`config.mk`:
```
export PLATFORM = sky130hd
export DESIGN_NAME = ones_count_arbiter
export DESIGN_NICKNAME = d
export VERILOG_FILES = /design/src/rtl/ones_count_arbiter.sv
export SDC_FILE = /design/constraint.sdc
export NUM_CORES = 1
export LEC_CHECK = 0
export BUFFER_PORTS_ARGS = -buffer_cell sky130_fd_sc_hd__buf_4
export CORE_ASPECT_RATIO = 1.25
export CORE_UTILIZATION = 39
export CTS_CLUSTER_DIAMETER = 150
export DETAILED_ROUTE_END_ITERATION = 7
export PLACE_DENSITY = 0.73
export SLEW_MARGIN = 25
export SYNTH_ARGS = -nofsm -noshare
export SYNTH_HDL_FRONTEND = slang
export SYNTH_SLANG_ARGS = --single-unit
```
`constraint.sdc`:
```
create_clock -name clk -period 1.7 [get_ports clk]
set_input_delay 0 -clock clk [delete_from_list [all_inputs] [get_ports clk]]
set_output_delay 0 -clock clk [all_outputs]
set_load 0.02 [all_outputs]
```
`src/rtl/ones_count_arbiter.sv`:
```
// Round-robin front end that shares a single ones-count engine among N requesters.
// One operation per grant; the watchdog turns a silent engine into an error response.
//
// state | meaning
// IDLE  | arbitrating; grants the first requester at or after ptr
// START | one-cycle engine start pulse with the latched operand
// BUSY  | waiting for the engine's done pulse or watchdog expiry
// RESP  | one-cycle response to the owner; ptr advances past it
module ones_count_arbiter #(
  parameter int N       = 4,
  parameter int W       = 30,
  parameter int TIMEOUT = 64,
  localparam int CW     = $clog2(W)
) (
  input  logic            clk,
  input  logic            reset_L,
  input  logic [N-1:0]    req,
  input  logic [N*W-1:0]  req_data,
  output logic [N-1:0]    gnt,
  output logic [N-1:0]    resp_valid,
  output logic [CW-1:0]   resp_count,
  output logic            resp_err,
  output logic            busy,
  output logic            eng_start,
  output logic [W-1:0]    eng_data,
  input  logic            eng_done,
  input  logic [CW-1:0]   eng_count
);

  localparam int IW  = $clog2(N);
  localparam int WDW = $clog2(TIMEOUT);
  // Expiry compares the pre-increment value so RESP lands TIMEOUT cycles after eng_start.
  localparam logic [WDW-1:0] WD_LAST = WDW'(TIMEOUT - 2);

  typedef enum logic [1:0] {IDLE, START, BUSY, RESP} state_t;

  state_t          state;
  logic [IW-1:0]   ptr;
  logic [IW-1:0]   owner;
  logic [W-1:0]    operand;
  logic [WDW-1:0]  watchdog;
  logic [CW-1:0]   count;
  logic            err;

  logic [IW-1:0]   sel;
  logic            any_req;

  always_comb begin
    logic [IW:0]   j;
    logic [IW-1:0] idx;
    sel     = '0;
    any_req = 1'b0;
    j       = '0;
    idx     = '0;
    for (int i = 0; i < N; i++) begin
      j = {1'b0, ptr} + (IW+1)'(i);
      if (j >= (IW+1)'(N)) j = j - (IW+1)'(N);
      idx = j[IW-1:0];
      if (!any_req && req[idx]) begin
        any_req = 1'b1;
        sel     = idx;
      end
    end
  end

  always_ff @(posedge clk) begin
    if (!reset_L) begin
      state    <= IDLE;
      ptr      <= '0;
      owner    <= '0;
      operand  <= '0;
      watchdog <= '0;
      count    <= '0;
      err      <= 1'b0;
    end else begin
      case (state)
        IDLE: begin
          if (any_req) begin
            operand <= req_data[int'(sel)*W +: W];
            owner   <= sel;
            state   <= START;
          end
        end
        START: begin
          watchdog <= '0;
          state    <= BUSY;
        end
        BUSY: begin
          if (eng_done) begin
            count <= eng_count;
            err   <= 1'b0;
            state <= RESP;
          end else if (watchdog == WD_LAST) begin
            count <= '0;
            err   <= 1'b1;
            state <= RESP;
          end else begin
            watchdog <= watchdog + 1'b1;
          end
        end
        RESP: begin
          ptr   <= (owner == IW'(N - 1)) ? '0 : owner + 1'b1;
          state <= IDLE;
        end
        default: state <= IDLE;
      endcase
    end
  end

  always_comb begin
    gnt = '0;
    if (state == IDLE && any_req && reset_L) gnt[sel] = 1'b1;
  end

  always_comb begin
    resp_valid = '0;
    if (state == RESP) resp_valid[owner] = 1'b1;
  end

  assign resp_count = (state == RESP) ? count : '0;
  assign resp_err   = (state == RESP) && err;
  assign busy       = (state != IDLE);
  assign eng_start  = (state == START);
  assign eng_data   = (state == IDLE) ? '0 : operand;

endmodule

```
# After elaboration in Yosys (flattened, before gate mapping)
# Index checks and enable logic that the tools add are counted.
# word_totals
ff_bits,48
ramBits,0
output_inout_bits,46
rom_bits,0
latch_bits,0
word_cells,98
mem_count,0
# classes
n_div,0
n_eq_ne,9
n_reduce_logical,19
mux,40
magnitude_cmp,12
n_mul,1
n_bitwise,0
shifts,1
addsub,9
# op_table
cell,n
indexed part select 120 x 8 -> 30 bit,1
two-way mux 30 bit,1
two-way mux 2 bit,12
< comparator 2 x 3 -> 1 bit (second input constant),6
two-way mux 5 bit,3
two-way mux 1 bit,12
two-way mux 6 bit,2
one-hot mux 6 bit (2 select lines),1
>= comparator 3 bit (second input constant),3
binary-select mux 1 bit (select 2 bit),4
logical AND 1 bit,8
two-way mux 4 bit,2
one-hot mux 2 bit (4 select lines),1
subtractor 2 x 1 -> 2 bit (second input constant),4
adder 2 x 2 -> 3 bit (second input constant),2
adder 6 x 1 -> 6 bit (second input constant),1
equality test 2 bit (second input constant),3
equality test 6 bit (second input constant),1
multiplier 2 x 4 -> 6 bit (second input constant),1
inequality test 2 bit (second input constant),3
AND reduction 2 bit,3
nonzero test 2 bit,3
demux 1 bit (select 2 bit),2
>= comparator 2 x 1 -> 1 bit (second input constant),2
8 further kinds,10

# Longest topological paths before layout
# depth
ltp_word,19
ltp_mapped,7
ltp_nobuf,7

# Worst setup path before layout
# Ideal clock, no wire load.
# synth_path
path_kind,reg-to-output
from,register state[0]
to,output gnt[0]
stages_incl_launch_ff,7
arrival_ps,1618
slack_ps,82
n_path_buf,1
path_cell_list,dfxtp_1 inv_1 ha_1 inv_1 nor2_1 clkbuf_1 and3_1
# synth_between
elab_chain_len,4
# synth_lines
element,line,source
from (decl),37,state_t state;
from (signal assigned),68,state <= IDLE;
from (signal assigned),81,state <= START;
from (signal assigned),86,state <= BUSY;
logical NOT 2 bit,112,if (state == IDLE && any_req && reset_L) gnt[sel] = 1'b1;
logical AND 1 bit (2 in a row),112,
two-way mux 4 bit,112,
to (decl),19,"output logic [N-1:0] gnt,"
# Every way passes these cells.

# Worst setup path after layout
# layout_path
from,register ptr[1]
to,register operand[29]
# layout_between
elab_chain_len,16
elab_cells_between_ends,40
# layout_lines
element,line,source
from (decl),38,logic [IW-1:0] ptr;
from (signal assigned),102,ptr <= (owner == IW'(N - 1)) ? '0 : owner + 1'b1;
branches (longest 16 deep; another with adder 2 x 1 -> 3 bit),--,
to (signal assigned),79,operand <= req_data[int'(sel)*W +: W];
to (decl),40,logic [W-1:0] operand;
# Parallel ways; which one is timed is not known. The select of a mux whose other input is x is not followed.
# A chain may end at the register's enable or synchronous reset.

==> results.py <==
metrics = {
    "status": {
        "status": "finished, violations left",
        "violations": "setup timing",
    },
    "die": {
        "rows": 34,
        "ios": 178,
        "design.die.area_sq_mm": 0.00772,
        "initial_core_util_pct": 40.7,
        "coreArea_sq_mm": 0.00706,
        "die_w_microns": 78.8,
        "die_h_microns": 98.0,
    },
    "critical_path": {
        "critPathSlowestCell": "a222oi_1",
        "cp.depth": 6,
        "rr_worst_depth": 6,
        "worst-path-buf-inv": 1,
        "crit_fanout": 8,
        "worstPathArrival_ns": 1.89,
        "end_kind": "flop",
        "start_kind": "flop",
        "worst_ep_required_time_ns": 1.88,
        "max_stage_delay_ns": 0.42,
        "crit_chain": "and2b_1, nor2_2, o221a_4, buf_6, a222oi_1, a21oi_1",
        "r2r_slack_ns": -0.01,
        "crit_type": "flop to flop",
        "crit_family": "compound AO/OA/AOI/OAI gates",
    },
    "synthesis": {
        "synth.distinct_cells": 40,
        "synth_top_cell_area_share_pct": 33.4,
        "synth_flop_cell": "dfxtp_1",
        "synth_top_area_cell": "dfxtp_1",
        "yosysWarnings": 0,
        "synth_edf_count": 0,
        "ys_seq_area_share_pct": 33.4,
        "synth_nets": 501,
        "synth_seq_cells": 48,
        "syn_inst": 359,
        "syn_area_per_cell_sq_um": 8.01,
        "synth_area_sq_mm": 0.00287,
        "synth_area_leaders": "dfxtp_1 (33%), a21oi_1 (11%), a222oi_1 (10%)",
        "synthArstFlopShare_pct": 0,
    },
    "cts": {
        "clock_path_buffers": 2,
        "root_buffer": "clkbuf_8",
        "cts_tree": "yes",
        "numCtsBuffers": 5,
        "clock_tree.htree_level_count": 2,
        "clock_sinks": 48,
        "worst_skew_pair.late_latency_ns": 0.31,
        "path_clk_slew_ns": 0.10,
    },
    "place": {
        "placed_cell_area_sq_mm": 0.00433,
        "pre_cts_ws_ns": 0.0153,
        "place_inst": 610,
        "hpwl_mm": 7.48,
        "gp_congestion": 0.806,
        "io_buffers": 177,
    },
    "detailed_routing": {
        "drt_iter0_drc": 339,
        "vias_per_cell": 5.78,
        "drtPass1Iterations": 8,
        "drt-total-wl_mm": 13.5,
        "post_drt_wl_per_cell_microns": 18.6,
        "antenna_left": 0,
        "drc": 0,
        "vias": 4200,
    },
    "pwr": {
        "powerDensity_mw_per_mm2": 1070,
        "ir_worst_vdd_mv": 0.685,
        "power.leakage_nw": 2.48,
    },
    "timing": {
        "period_share_pct": 101,
        "slew_headroom_pct": 67.3,
        "fmax_mhz": 584,
        "min_period_ns": 1.71,
        "rsz0062_at_grt": "true",
        "holdWs_ns": 0.00162,
        "fin_skew_ns": 0.00734,
        "setup_tns_ns": -0.0123,
        "setup_viol": 1,
        "tightest_slew_ns": 0.491,
        "fin_ws_ns": -0.0123,
        "maxSlewViolCount": 0,
        "hold_violations": 0,
    },
    "worst_hold_path": {
        "min_path_cells": 3,
        "hold_path.class": "primary input to flop",
    },
    "global_routing": {
        "grt_max_degree": 58,
        "grt_util_all_layers_pct": 34.5,
        "grt_antenna_before_repair": 0,
        "first_global_vias": 4309,
        "grt.overflow.total": 0,
        "grt_pass1_wl_mm": 20.8,
    },
    "finish": {
        "nets": 778,
        "num_antenna_cells": 0,
        "layout_common_cells": "buf_4 (189), dlygate4sd3_1 (104), a21oi_1 (65)",
        "final_common_cell": "buf_4",
        "drive_gt1_share_pct": 35.5,
        "final_cells": 727,
        "stdcell_area_sq_mm": 0.00560,
        "area_delta_synth_final_pct": 94.8,
    },
    "job": {
        "drv_cap": 0,
    },
}
-- metrics by stage --
stage / utilization, % / power, mW
5_1_grt: 79.3 / 6.34
3_3_place_gp: 61.4 / 4.62
6_report: 79.3 / 5.98
2_1_floorplan: - / 3.44
4_1_cts: 78.1 / 5.77
3_5_place_dp: 61.4 / 4.67
-- registers in the layout, indices dropped and copies added, names as in the netlist --
| signal | count |
|---|---|
| count | 5 |
| err | 1 |
| operand | 30 |
| owner | 2 |
| ptr | 2 |
| state | 2 |
| watchdog | 6 |
-- worst reg2reg max path, cell delays in order, from the launching register on --
cell	delay, ns
dfxtp_4	0.38
and2b_1	0.22
nor2_2	0.04
o221a_4	0.25
buf_6	0.15
a222oi_1	0.42
a21oi_1	0.12
-- cell usage after synthesis, types with 2 or more instances --
cell	number
inv_1	10
o221a_1	3
buf_4	3
nand3_1	6
ha_1	10
nand2_1	11
dfxtp_1	48
a222oi_1	30
a21oi_1	65
nor3b_1	5
o21ai_1	7
buf_2	10
and2_1	13
nor2_1	10
o21ai_0	32
clkbuf_1	22
nor2b_1	39
nor3_1	2
a21boi_0	2
a22oi_1	6
mux2i_1	2
and3_1	4
a31o_2	2
-- report_power, final --
part / internal (mW) / leakage, nW / switching, mW
clock network: 0.438 / 0.0552 / 0.413
registers: 1.50 / 0.397 / 0.219
logic: 1.52 / 2.03 / 1.89
total: 3.46 / 2.48 / 2.52
-- layer usage --
layer | routed length (microns) | vias up | global-route usage [%]
met3 | 1210 | 80 | 9.16
met5 | 0 | - | 0
li1 | - | 1893 | -
met1 | 4710 | 1914 | 36.4
met2 | 6770 | 313 | 58.8
met4 | 849 | 0 | 24.2
-- area by class of cell --
type	count	area, sq um
clock buffers	6	72.6
clock inverters	2	35.0
fillers	451	1460
inverters	10	37.5
multi-input cells	266	1780
flip-flops and latches	48	970
well taps	90	113
repair buffers	305	2590
-- what timing repair did --
item                                    4_1_cts  5_1_grt
setup buffers                                 0        1
pin swaps                                     0        6
hold buffers                                104        0
endpoints found under the setup margin        5       21
hold endpoints to repair                     35        0
gates cloned                                  1        3
resized for setup                             9       15
-- final timing paths --
path                 startpoint     endpoint
setup reg to reg         ptr[1]  operand[29]
setup / recovery         ptr[1]  operand[29]
hold reg to reg        owner[1]     owner[1]
hold / removal    req_data[108]  operand[18]
-- cells by family after synthesis --
kind of cell / after synthesis / synth area share, %
AO/OA/AOI/OAI: 157 / 35.1
XOR/XNOR: 1 / 0.305
adder cells (fa/ha/maj): 10 / 4.35
buffers and inverters: 45 / 6.70
flip-flops: 48 / 33.4
multiplexers: 2 / 0.697
AND/OR/NAND/NOR: 96 / 19.4
No activity file was read; power rests on OpenSTA's default activity.
